--- src/rtl/fifo_nl_pkg.sv ---
// Shared defaults and derived sizing for the fifo_nl FIFO slice.
package fifo_nl_pkg;

  localparam int DATA_WIDTH_DEF = 32;
  localparam int DEPTH_LOG2_DEF = 4;

  function automatic int depth_of(input int log2);
    return 1 << log2;
  endfunction

  localparam int DEPTH_DEF = depth_of(DEPTH_LOG2_DEF);
  localparam int PTR_W_DEF = DEPTH_LOG2_DEF + 1;

endpackage

--- src/rtl/fifo_nl_if.sv ---
// Producer/consumer handshake bundle for the fifo_nl FIFO.
interface fifo_nl_if
  import fifo_nl_pkg::*;
#(
  parameter int DATA_WIDTH = DATA_WIDTH_DEF
);

  logic                  wr;
  logic [DATA_WIDTH-1:0] din;
  logic                  full;
  logic                  rd;
  logic [DATA_WIDTH-1:0] dout;
  logic                  empty;

  modport master (
    output wr,
    output din,
    output rd,
    input  full,
    input  empty,
    input  dout
  );

  modport slave (
    input  wr,
    input  din,
    input  rd,
    output full,
    output empty,
    output dout
  );

endinterface

--- src/rtl/fifo_nl_core.sv ---
// Storage array, wrap-bit pointers, registered flags and registered read port.
module fifo_nl_core
  import fifo_nl_pkg::*;
#(
  parameter int DATA_WIDTH = DATA_WIDTH_DEF,
  parameter int DEPTH_LOG2 = DEPTH_LOG2_DEF
) (
  input  logic                  clk,
  input  logic                  rst,
  input  logic                  wr_i,
  input  logic [DATA_WIDTH-1:0] din_i,
  input  logic                  rd_i,
  output logic                  full_o,
  output logic                  empty_o,
  output logic [DATA_WIDTH-1:0] dout_o
);

  localparam int DEPTH = depth_of(DEPTH_LOG2);
  localparam int PTR_W = DEPTH_LOG2 + 1;

  logic [DATA_WIDTH-1:0] mem_q [DEPTH];

  logic [PTR_W-1:0]      wr_ptr_q, wr_ptr_d;
  logic [PTR_W-1:0]      rd_ptr_q, rd_ptr_d;
  logic                  full_q, full_d;
  logic                  empty_q, empty_d;
  logic [DATA_WIDTH-1:0] dout_q, dout_d;
  logic                  wr_en, rd_en;

  // Flags derive from the post-edge pointers so they settle in the same edge.
  always_comb begin
    wr_en    = wr_i && !full_q;
    rd_en    = rd_i && !empty_q;
    wr_ptr_d = wr_ptr_q + {{(PTR_W-1){1'b0}}, wr_en};
    rd_ptr_d = rd_ptr_q + {{(PTR_W-1){1'b0}}, rd_en};
    empty_d  = (wr_ptr_d == rd_ptr_d);
    full_d   = (wr_ptr_d[PTR_W-1] != rd_ptr_d[PTR_W-1]) &&
               (wr_ptr_d[PTR_W-2:0] == rd_ptr_d[PTR_W-2:0]);
    dout_d   = rd_en ? mem_q[rd_ptr_q[PTR_W-2:0]] : dout_q;
  end

  always_ff @(posedge clk or negedge rst) begin
    if (!rst) begin
      wr_ptr_q <= '0;
      rd_ptr_q <= '0;
      full_q   <= 1'b0;
      empty_q  <= 1'b1;
      dout_q   <= '0;
    end else begin
      wr_ptr_q <= wr_ptr_d;
      rd_ptr_q <= rd_ptr_d;
      full_q   <= full_d;
      empty_q  <= empty_d;
      dout_q   <= dout_d;
    end
  end

  // Storage is deliberately left out of reset; stale words are unreachable.
  always_ff @(posedge clk) begin
    if (wr_en) begin
      mem_q[wr_ptr_q[PTR_W-2:0]] <= din_i;
    end
  end

  assign full_o  = full_q;
  assign empty_o = empty_q;
  assign dout_o  = dout_q;

endmodule

--- src/rtl/fifo_nl_wrapper.sv ---
// FIFO top: non-lookahead by default; define FIFO_LOOKAHEAD_EN for first-word-fall-through.
module fifo_nl_wrapper
  import fifo_nl_pkg::*;
#(
  parameter int DATA_WIDTH = DATA_WIDTH_DEF,
  parameter int DEPTH_LOG2 = DEPTH_LOG2_DEF
) (
  input  logic      clk,
  input  logic      rst,
  fifo_nl_if.slave  bus
);

  logic                  core_rd;
  logic                  core_full;
  logic                  core_empty;
  logic [DATA_WIDTH-1:0] core_dout;

  fifo_nl_core #(
    .DATA_WIDTH (DATA_WIDTH),
    .DEPTH_LOG2 (DEPTH_LOG2)
  ) u_core (
    .clk     (clk),
    .rst     (rst),
    .wr_i    (bus.wr),
    .din_i   (bus.din),
    .rd_i    (core_rd),
    .full_o  (core_full),
    .empty_o (core_empty),
    .dout_o  (core_dout)
  );

`ifdef FIFO_LOOKAHEAD_EN
  // The core's registered read port acts as the output register; ovld_q marks it occupied.
  logic ovld_q, ovld_d;
  logic pop;

  always_comb begin
    pop     = bus.rd && ovld_q;
    core_rd = !core_empty && (!ovld_q || pop);
    ovld_d  = core_rd ? 1'b1 : (pop ? 1'b0 : ovld_q);
  end

  always_ff @(posedge clk or negedge rst) begin
    if (!rst) begin
      ovld_q <= 1'b0;
    end else begin
      ovld_q <= ovld_d;
    end
  end

  assign bus.empty = !ovld_q;
`else
  assign core_rd   = bus.rd;
  assign bus.empty = core_empty;
`endif

  assign bus.full = core_full;
  assign bus.dout = core_dout;

endmodule

--- src/flat_wrapper.sv ---
// flat-port wrapper written by rule: the top's interface ports become plain ports
module fifo_nl_wrapper_flat import fifo_nl_pkg::*;
#(
  parameter int DATA_WIDTH = DATA_WIDTH_DEF,
  parameter int DEPTH_LOG2 = DEPTH_LOG2_DEF
)
  (clk, rst, bus_wr, bus_din, bus_rd, bus_full, bus_empty, bus_dout);
  fifo_nl_if #(.DATA_WIDTH(DATA_WIDTH)) bus_i ();
  input  logic clk;
  input  logic rst;
  input wire logic [$bits(bus_i.wr)-1:0] bus_wr;
  input wire logic [$bits(bus_i.din)-1:0] bus_din;
  input wire logic [$bits(bus_i.rd)-1:0] bus_rd;
  output wire logic [$bits(bus_i.full)-1:0] bus_full;
  output wire logic [$bits(bus_i.empty)-1:0] bus_empty;
  output wire logic [$bits(bus_i.dout)-1:0] bus_dout;
  assign bus_i.wr = bus_wr;
  assign bus_i.din = bus_din;
  assign bus_i.rd = bus_rd;
  assign bus_full = bus_i.full;
  assign bus_empty = bus_i.empty;
  assign bus_dout = bus_i.dout;
  fifo_nl_wrapper #(.DATA_WIDTH(DATA_WIDTH), .DEPTH_LOG2(DEPTH_LOG2)) u_core (.clk(clk), .rst(rst), .bus(bus_i));
endmodule
--- config.mk ---
export PLATFORM = sky130hd
export DESIGN_NAME = fifo_nl_wrapper_flat
export DESIGN_NICKNAME = d
export VERILOG_FILES = /design/src/rtl/fifo_nl_pkg.sv /design/src/rtl/fifo_nl_if.sv /design/src/rtl/fifo_nl_core.sv /design/src/rtl/fifo_nl_wrapper.sv /design/src/flat_wrapper.sv
export SDC_FILE = /design/constraint.sdc
export NUM_CORES = 1
export LEC_CHECK = 0
export ABC_AREA = 1
export CAP_MARGIN = 10
export CORE_MARGIN = 1.5
export CORE_UTILIZATION = 60
export CTS_CLUSTER_DIAMETER = 200
export DETAILED_ROUTE_END_ITERATION = 8
export PLACE_DENSITY = 0.78
export RECOVER_POWER = 25
export SETUP_SLACK_MARGIN = 0.15
export SLEW_MARGIN = 30
export SYNTH_ARGS = -nofsm -noshare
export SYNTH_HDL_FRONTEND = slang
export SYNTH_SLANG_ARGS = --single-unit
--- constraint.sdc ---
create_clock -name clk -period 4.4 [get_ports clk]
set_input_delay 0.88 -clock clk [delete_from_list [all_inputs] [get_ports clk]]
set_output_delay 0.88 -clock clk [all_outputs]
set_load 0.05 [all_outputs]
==> results.json, run 1 <==
{
  "yosysSeqAreaShare_pct": 70.5,
  "cpMaxStageDelayCell": "nand2_2",
  "ios": 70,
  "clockBufferDepth": 3,
  "r2r_start": "u_core.u_core.rd_ptr_q[2]$_DFF_PN0_",
  "critical_path_cell_count": 5,
  "initialDrtViolationCount": 1582,
  "num_rows": 72,
  "place_hpwl_mm": 33.1,
  "yosys.area.top_type": "edfxtp_1",
  "core-area_sq_mm": 0.0386,
  "cp-end-kind": "flip-flop",
  "synth_warnings": 0,
  "synth_area_sq_mm": 0.0234,
  "critPathCapture": "u_core.u_core.dout_o[29]$_DFFE_PN0N_",
  "cts_hold_buf": 0,
  "io_buffer_count": 69,
  "clk_pin_slew_ns": 0.06,
  "synth_compound_area_share_pct": 1.39,
  "reg2reg_slack_ns": 1.52,
  "grt_pass1_wl_mm": 87.6,
  "layout-drive-gt1-share_pct": 7.01,
  "fin_util_pct": 68.3,
  "worstPathRequired_ns": 4.91,
  "ys_ff_latch": 556,
  "setup.worst_path.start_class": "flip-flop",
  "path_buf_inv": 1,
  "synth_nets": 2184,
  "clock-sinks": 556,
  "synth-adder-area-share_pct": 0.214,
  "synthMuxAreaShare_pct": 0,
  "mostFrequentLayoutCells": "612 x nand2_1, 512 x edfxtp_1, 356 x nand3_1, 327 x inv_1, 68 x nor2_1",
  "antenna_found_initial": 0,
  "rsz0062_at_grt": "no",
  "path_max_fanout": 33,
  "fmax_ghz": 0.347,
  "rr_worst_depth": 5,
  "synth_xor_area_share_pct": 0.482,
  "grt_max_degree": 180,
  "synth_top_family_by_area": "simple AND/OR/NAND/NOR gates",
  "min_period_over_period_pct": 65.5,
  "critPathKind": "flip-flop to flip-flop",
  "layout_commonest_cell": "nand2_1",
  "tritoncts": "done",
  "crit_path_frequent_cell": "a21oi_1",
  "avgRoutedWirePerCell_um": 20.7,
  "cts_setup_buffers": 0,
  "max-cap-violations": 0,
  "reg2reg_to": "u_core.u_core.dout_o[29]$_DFFE_PN0N_",
  "worst_pin_slew_ns": 1.01,
  "ant_nets": 0,
  "start_util_pct": 60.6,
  "cts_resized": 0,
  "grt_pass1_vias": 15400,
  "h-tree-depth": 2,
  "setup_slack_ns": 1.52,
  "synth.area.top_cells": "edfxtp_1 66%, nand2_1 9.8%, nand3_1 7.6%",
  "setup_violations": 0,
  "outcome": "finished, final reports clean",
  "syn_to_final_growth_pct": 12.7,
  "p_leak_nw": 10.8,
  "yosysUniqueCellTypes": 24,
  "nFillCells": 2747,
  "fp.dieW_um": 200,
  "ir_drop_mv": 0.483,
  "overflow": 0,
  "gp_congestion": 0.862,
  "crit_arrival_ns": 3.40,
  "grt_usage_pct": 28.8,
  "hold_viol_final": 0,
  "nets": 2233,
  "vias_per_cell": 5.61,
  "dp_slack_ns": 0.905,
  "synthCells": 2144,
  "slowest_delay_ns": 0.78,
  "cellPowerDensity_mw_per_mm2": 677,
  "cts_buffers": 55,
  "avgSynthCellArea_sq_um": 10.9,
  "root_buffer": "clkbuf_16",
  "critPathTopFamily": "simple AND/OR/NAND/NOR gates",
  "totalWireLength_mm": 57.1,
  "synth_top_area_share_pct": 65.8,
  "firstDrtPassIters": 8,
  "finalMaxSlewViolations": 0,
  "num_vias": 15500,
  "synth-simple-area-share_pct": 19.2,
  "crit_start": "u_core.u_core.rd_ptr_q[2]$_DFF_PN0_",
  "dieHeight_um": 200,
  "post-route-drc-count": 0,
  "hp-class": "input pin to asynchronous set/reset pin",
  "fin_skew_ns": 0.0217,
  "clock_latency_ns": 0.61,
  "relSlewSlack_pct": 32.6,
  "period_minus_slack_ns": 2.88,
  "die_area_sq_mm": 0.0401,
  "tns_ns": 0,
  "antenna_cells": 0,
  "crit_chain": "inv_2 > nand2_2 > a21oi_1 > nor2_1 > a21oi_1"
}
[worst reg2reg max path, cell delays in order (launching register included)]
cell and delay, ns:
dfrtp_2 0.57, inv_2 0.68, nand2_2 0.78, a21oi_1 0.50, nor2_1 0.12, a21oi_1 0.16
[routing by layer]
layer,part of all wire (%),up-vias,GRT usage [%]
li1,-,7106,-
met1,37,7338,36.1
met2,50,847,48.9
met3,7.4,170,3.06
met4,6.0,0,17.7
met5,0,-,0
[Yosys cell counts (all sizes together)]
cell type,number
a21oi,65
buf,97
clkbuf,12
clkinv,1
dfrtp,43
dfstp,1
edfxtp,512
ha,4
inv,331
nand2,623
nand3,356
nand3b,2
nor2,85
xnor2,6
xor2,6
[state kept, by name, indices dropped and copies added (netlist names)]
name / flops
u_core.u_core.rd_ptr_q: 5
u_core.u_core.full_o: 1
u_core.u_core.mem_q: 512
u_core.u_core.wr_ptr_q: 5
u_core.u_core.dout_o: 32
u_core.u_core.empty_o: 1
[worst min-delay path by stage]
stage / end / slack (ns) / cells after the start
after floorplan: u_core.u_core.rd_ptr_q[4]$_DFF_PN0_ / 0.50 / 1
after global placement: u_core.u_core.dout_o[1]$_DFFE_PN0N_ / 0.51 / 2
after detailed placement: u_core.u_core.dout_o[6]$_DFFE_PN0N_ / 0.52 / 2
after CTS: u_core.u_core.dout_o[21]$_DFFE_PN0N_ / 0.43 / 2
after global routing: u_core.u_core.dout_o[21]$_DFFE_PN0N_ / 0.46 / 2
final: u_core.u_core.dout_o[20]$_DFFE_PN0N_ / 0.43 / 2
[cells by family (layout without fill, tap and decap cells)]
group | count (synthesis) | in the layout
AND/OR/NAND/NOR | 1066 | 1066
flip-flops | 556 | 556
buffers and inverters | 441 | 537
AO/OA/AOI/OAI | 65 | 65
XOR/XNOR | 12 | 12
adder cells (fa/ha/maj) | 4 | 4
[report_power, final]
| group | switching, mW | internal, mW | total [mW] |
|---|---|---|---|
| registers | 0.397 | 6.54 | 6.94 |
| logic | 4.40 | 1.69 | 6.09 |
| clock network | 1.97 | 2.84 | 4.80 |
| total | 6.76 | 11.1 | 17.8 |
[metrics by stage]
step           hold WS (ns)  power [mW]  cells  area [sq um]
5_1_grt               0.463        18.6   2758         26300
4_1_cts               0.426        17.8   2758         26300
3_3_place_gp          0.514        12.9   2654         24500
6_report              0.431        17.8   2758         26300
2_1_floorplan         0.501        11.2   2144         23400
3_5_place_dp          0.517        13.0   2654         24500
[final cells by class]
type                    count  area [sq um]  share of cell area, %
repair buffers            101          1000                   3.80
flip-flops and latches    556         16500                   62.6
clock inverters            35           388                   1.47
well taps                 518           648                   2.46
multi-input cells        1147          5100                   19.3
inverters                 332          1260                   4.77
clock buffers              69          1470                   5.58
Power figures use the tool's default switching activity.
==> inputs of run 2 (changes only) <==
- CORE_UTILIZATION: 60 -> 55
- PLACE_DENSITY: 0.78 -> 0.75
- clock period: 4.4 -> 2.35 ns (I/O delays scaled with it)
==> results.json, run 2 (synthesis results as in run 1) <==
{
  "slowest_delay_ns": 0.57,
  "r2r_start": "u_core.u_core.rd_ptr_q[1]$_DFF_PN0_",
  "cellPowerDensity_mw_per_mm2": 1230,
  "fin_skew_ns": 0.0286,
  "crit_arrival_ns": 1.70,
  "path_max_fanout": 2,
  "antenna_found_initial": 0,
  "avgRoutedWirePerCell_um": 19.6,
  "setup.worst_path.start_class": "flip-flop",
  "outcome": "complete, but fails checks",
  "totalWireLength_mm": 54.8,
  "vias_per_cell": 5.51,
  "start_util_pct": 55.7,
  "fin_area_sq_mm": 0.0268,
  "overflow": 0,
  "ant_nets": 0,
  "failed_checks": "max-capacitance violations, max-slew violations",
  "grt_usage_pct": 25.5,
  "antenna_cells": 0,
  "grt_pass1_wl_mm": 85.1,
  "initialDrtViolationCount": 1567,
  "cpMaxStageDelayCell": "dfstp_1",
  "fin_util_pct": 63.9,
  "ios": 70,
  "hold_viol_final": 0,
  "min_period_over_period_pct": 92.4,
  "num_rows": 75,
  "path_buf_inv": 1,
  "critPathKind": "flip-flop to output pin",
  "place_hpwl_mm": 31.1,
  "clock-sinks": 556,
  "gp_congestion": 0.833,
  "cts_hold_buf": 0,
  "setup_violations": 0,
  "nets": 2260,
  "cp-end-kind": "output pin",
  "grt_pass1_vias": 15400,
  "layout_commonest_cell": "nand2_1",
  "grt_max_degree": 122,
  "crit_chain": "dlygate4sd2_1",
  "die_area_sq_mm": 0.0437,
  "period_minus_slack_ns": 2.17,
  "io_buffer_count": 69,
  "dieHeight_um": 209,
  "clockBufferDepth": 3,
  "tns_ns": 0,
  "post-route-drc-count": 0,
  "p_leak_nw": 11.0,
  "place_area_sq_mm": 0.0251,
  "clock_latency_ns": 0.61,
  "fmax_ghz": 0.461,
  "num_vias": 15400,
  "rr_worst_depth": 6,
  "largest_reg_flops": 512,
  "root_buffer": "clkbuf_16",
  "firstDrtPassIters": 6,
  "tritoncts": "done",
  "h-tree-depth": 2,
  "ir_drop_mv": 0.884,
  "max-cap-violations": 1,
  "critPathTopFamily": "flip-flops",
  "rsz0062_at_grt": "no",
  "layout-drive-gt1-share_pct": 7.51,
  "reg2reg_slack_ns": 0.49,
  "mostFrequentLayoutCells": "612 x nand2_1, 512 x edfxtp_1, 356 x nand3_1, 327 x inv_1, 68 x nor2_1",
  "core-area_sq_mm": 0.0419,
  "clk_pin_slew_ns": 0.06,
  "worst_pin_slew_ns": 2.16,
  "relSlewSlack_pct": -44.1,
  "worstPathRequired_ns": 1.88,
  "fp.dieW_um": 209,
  "reg2reg_to": "u_core.u_core.dout_o[19]$_DFFE_PN0N_",
  "hp-class": "input pin to asynchronous set/reset pin",
  "syn_to_final_growth_pct": 14.8,
  "finalMaxSlewViolations": 27,
  "cts_buffers": 55
}
==> run 2: cell count changes in the layout (fill, tap and decap cells not counted), moves of 2 or more <==
| cell | delta |
|---|---|
| clkbuf_1 | +9 |
| buf_12 | +29 |
| dlygate4sd2_1 | +34 |
| clkinv_2 | -9 |
| clkinv_1 | +2 |
| bufinv_16 | -2 |
| buf_4 | -7 |
| inv_6 | +2 |
| clkdlybuf4s50_1 | -33 |
==> run 2: repair_timing <==
item | in CTS | in global routing
setup buffers | 0 | 0
endpoints found under the hold margin | 0 | 0
endpoints found under the setup margin | 34 | 0
resized for setup | 34 | 0
==> run 2: power breakdown <==
part	total (mW)	internal [mW]	switching, mW
registers	12.9	12.2	0.668
clock network	8.79	5.13	3.65
logic	11.4	3.32	8.07
total	33.1	20.7	12.4
==> run 2: area by class of cell <==
cell class	count	area, sq um
clock buffer	74	1500
clock inverter	28	308
fill	3017	15100
inverter	332	1250
multi-input combinational	1147	5100
sequential	556	16500
tap	539	674
timing repair buffer	128	1510
==> run 2: worst max-delay path by stage <==
stage,from,to,slack (ns),cells past startpoint
3_3_place_gp,bus_wr,u_core.u_core.mem_q[3][21]$_DFFE_PP_,-0.008,7
2_1_floorplan,u_core.u_core.full_o$_DFF_PN0_,u_core.u_core.mem_q[13][0]$_DFFE_PP_,-0.0008,3
3_5_place_dp,bus_wr,u_core.u_core.mem_q[3][20]$_DFFE_PP_,-0.01,7
5_1_grt,u_core.u_core.empty_o$_DFF_PN1_,bus_empty,0.13,1
4_1_cts,u_core.u_core.empty_o$_DFF_PN1_,bus_empty,0.18,1
6_report,u_core.u_core.empty_o$_DFF_PN1_,bus_empty,0.18,1
==> run 2: layer usage <==
| layer | up-vias | global-route usage, % | wire length [um] |
|---|---|---|---|
| met3 | 125 | 3.64 | 3820 |
| met2 | 668 | 42.6 | 27100 |
| li1 | 7173 | - | - |
| met4 | 0 | 11.4 | 1930 |
| met5 | - | 0 | 0 |
| met1 | 7472 | 33.5 | 21900 |
==> run 2: through the flow <==
step	total power, mW	cells	worst slack (ns)	hold WS, ns
after floorplan	20.9	2144	-0.000808	0.174
after global placement	24.3	2702	-0.00844	0.512
after detailed placement	24.6	2702	-0.0130	0.523
after CTS	33.2	2804	0.182	0.000995
after global routing	34.7	2804	0.132	0.557
final	33.1	2804	0.179	0.504
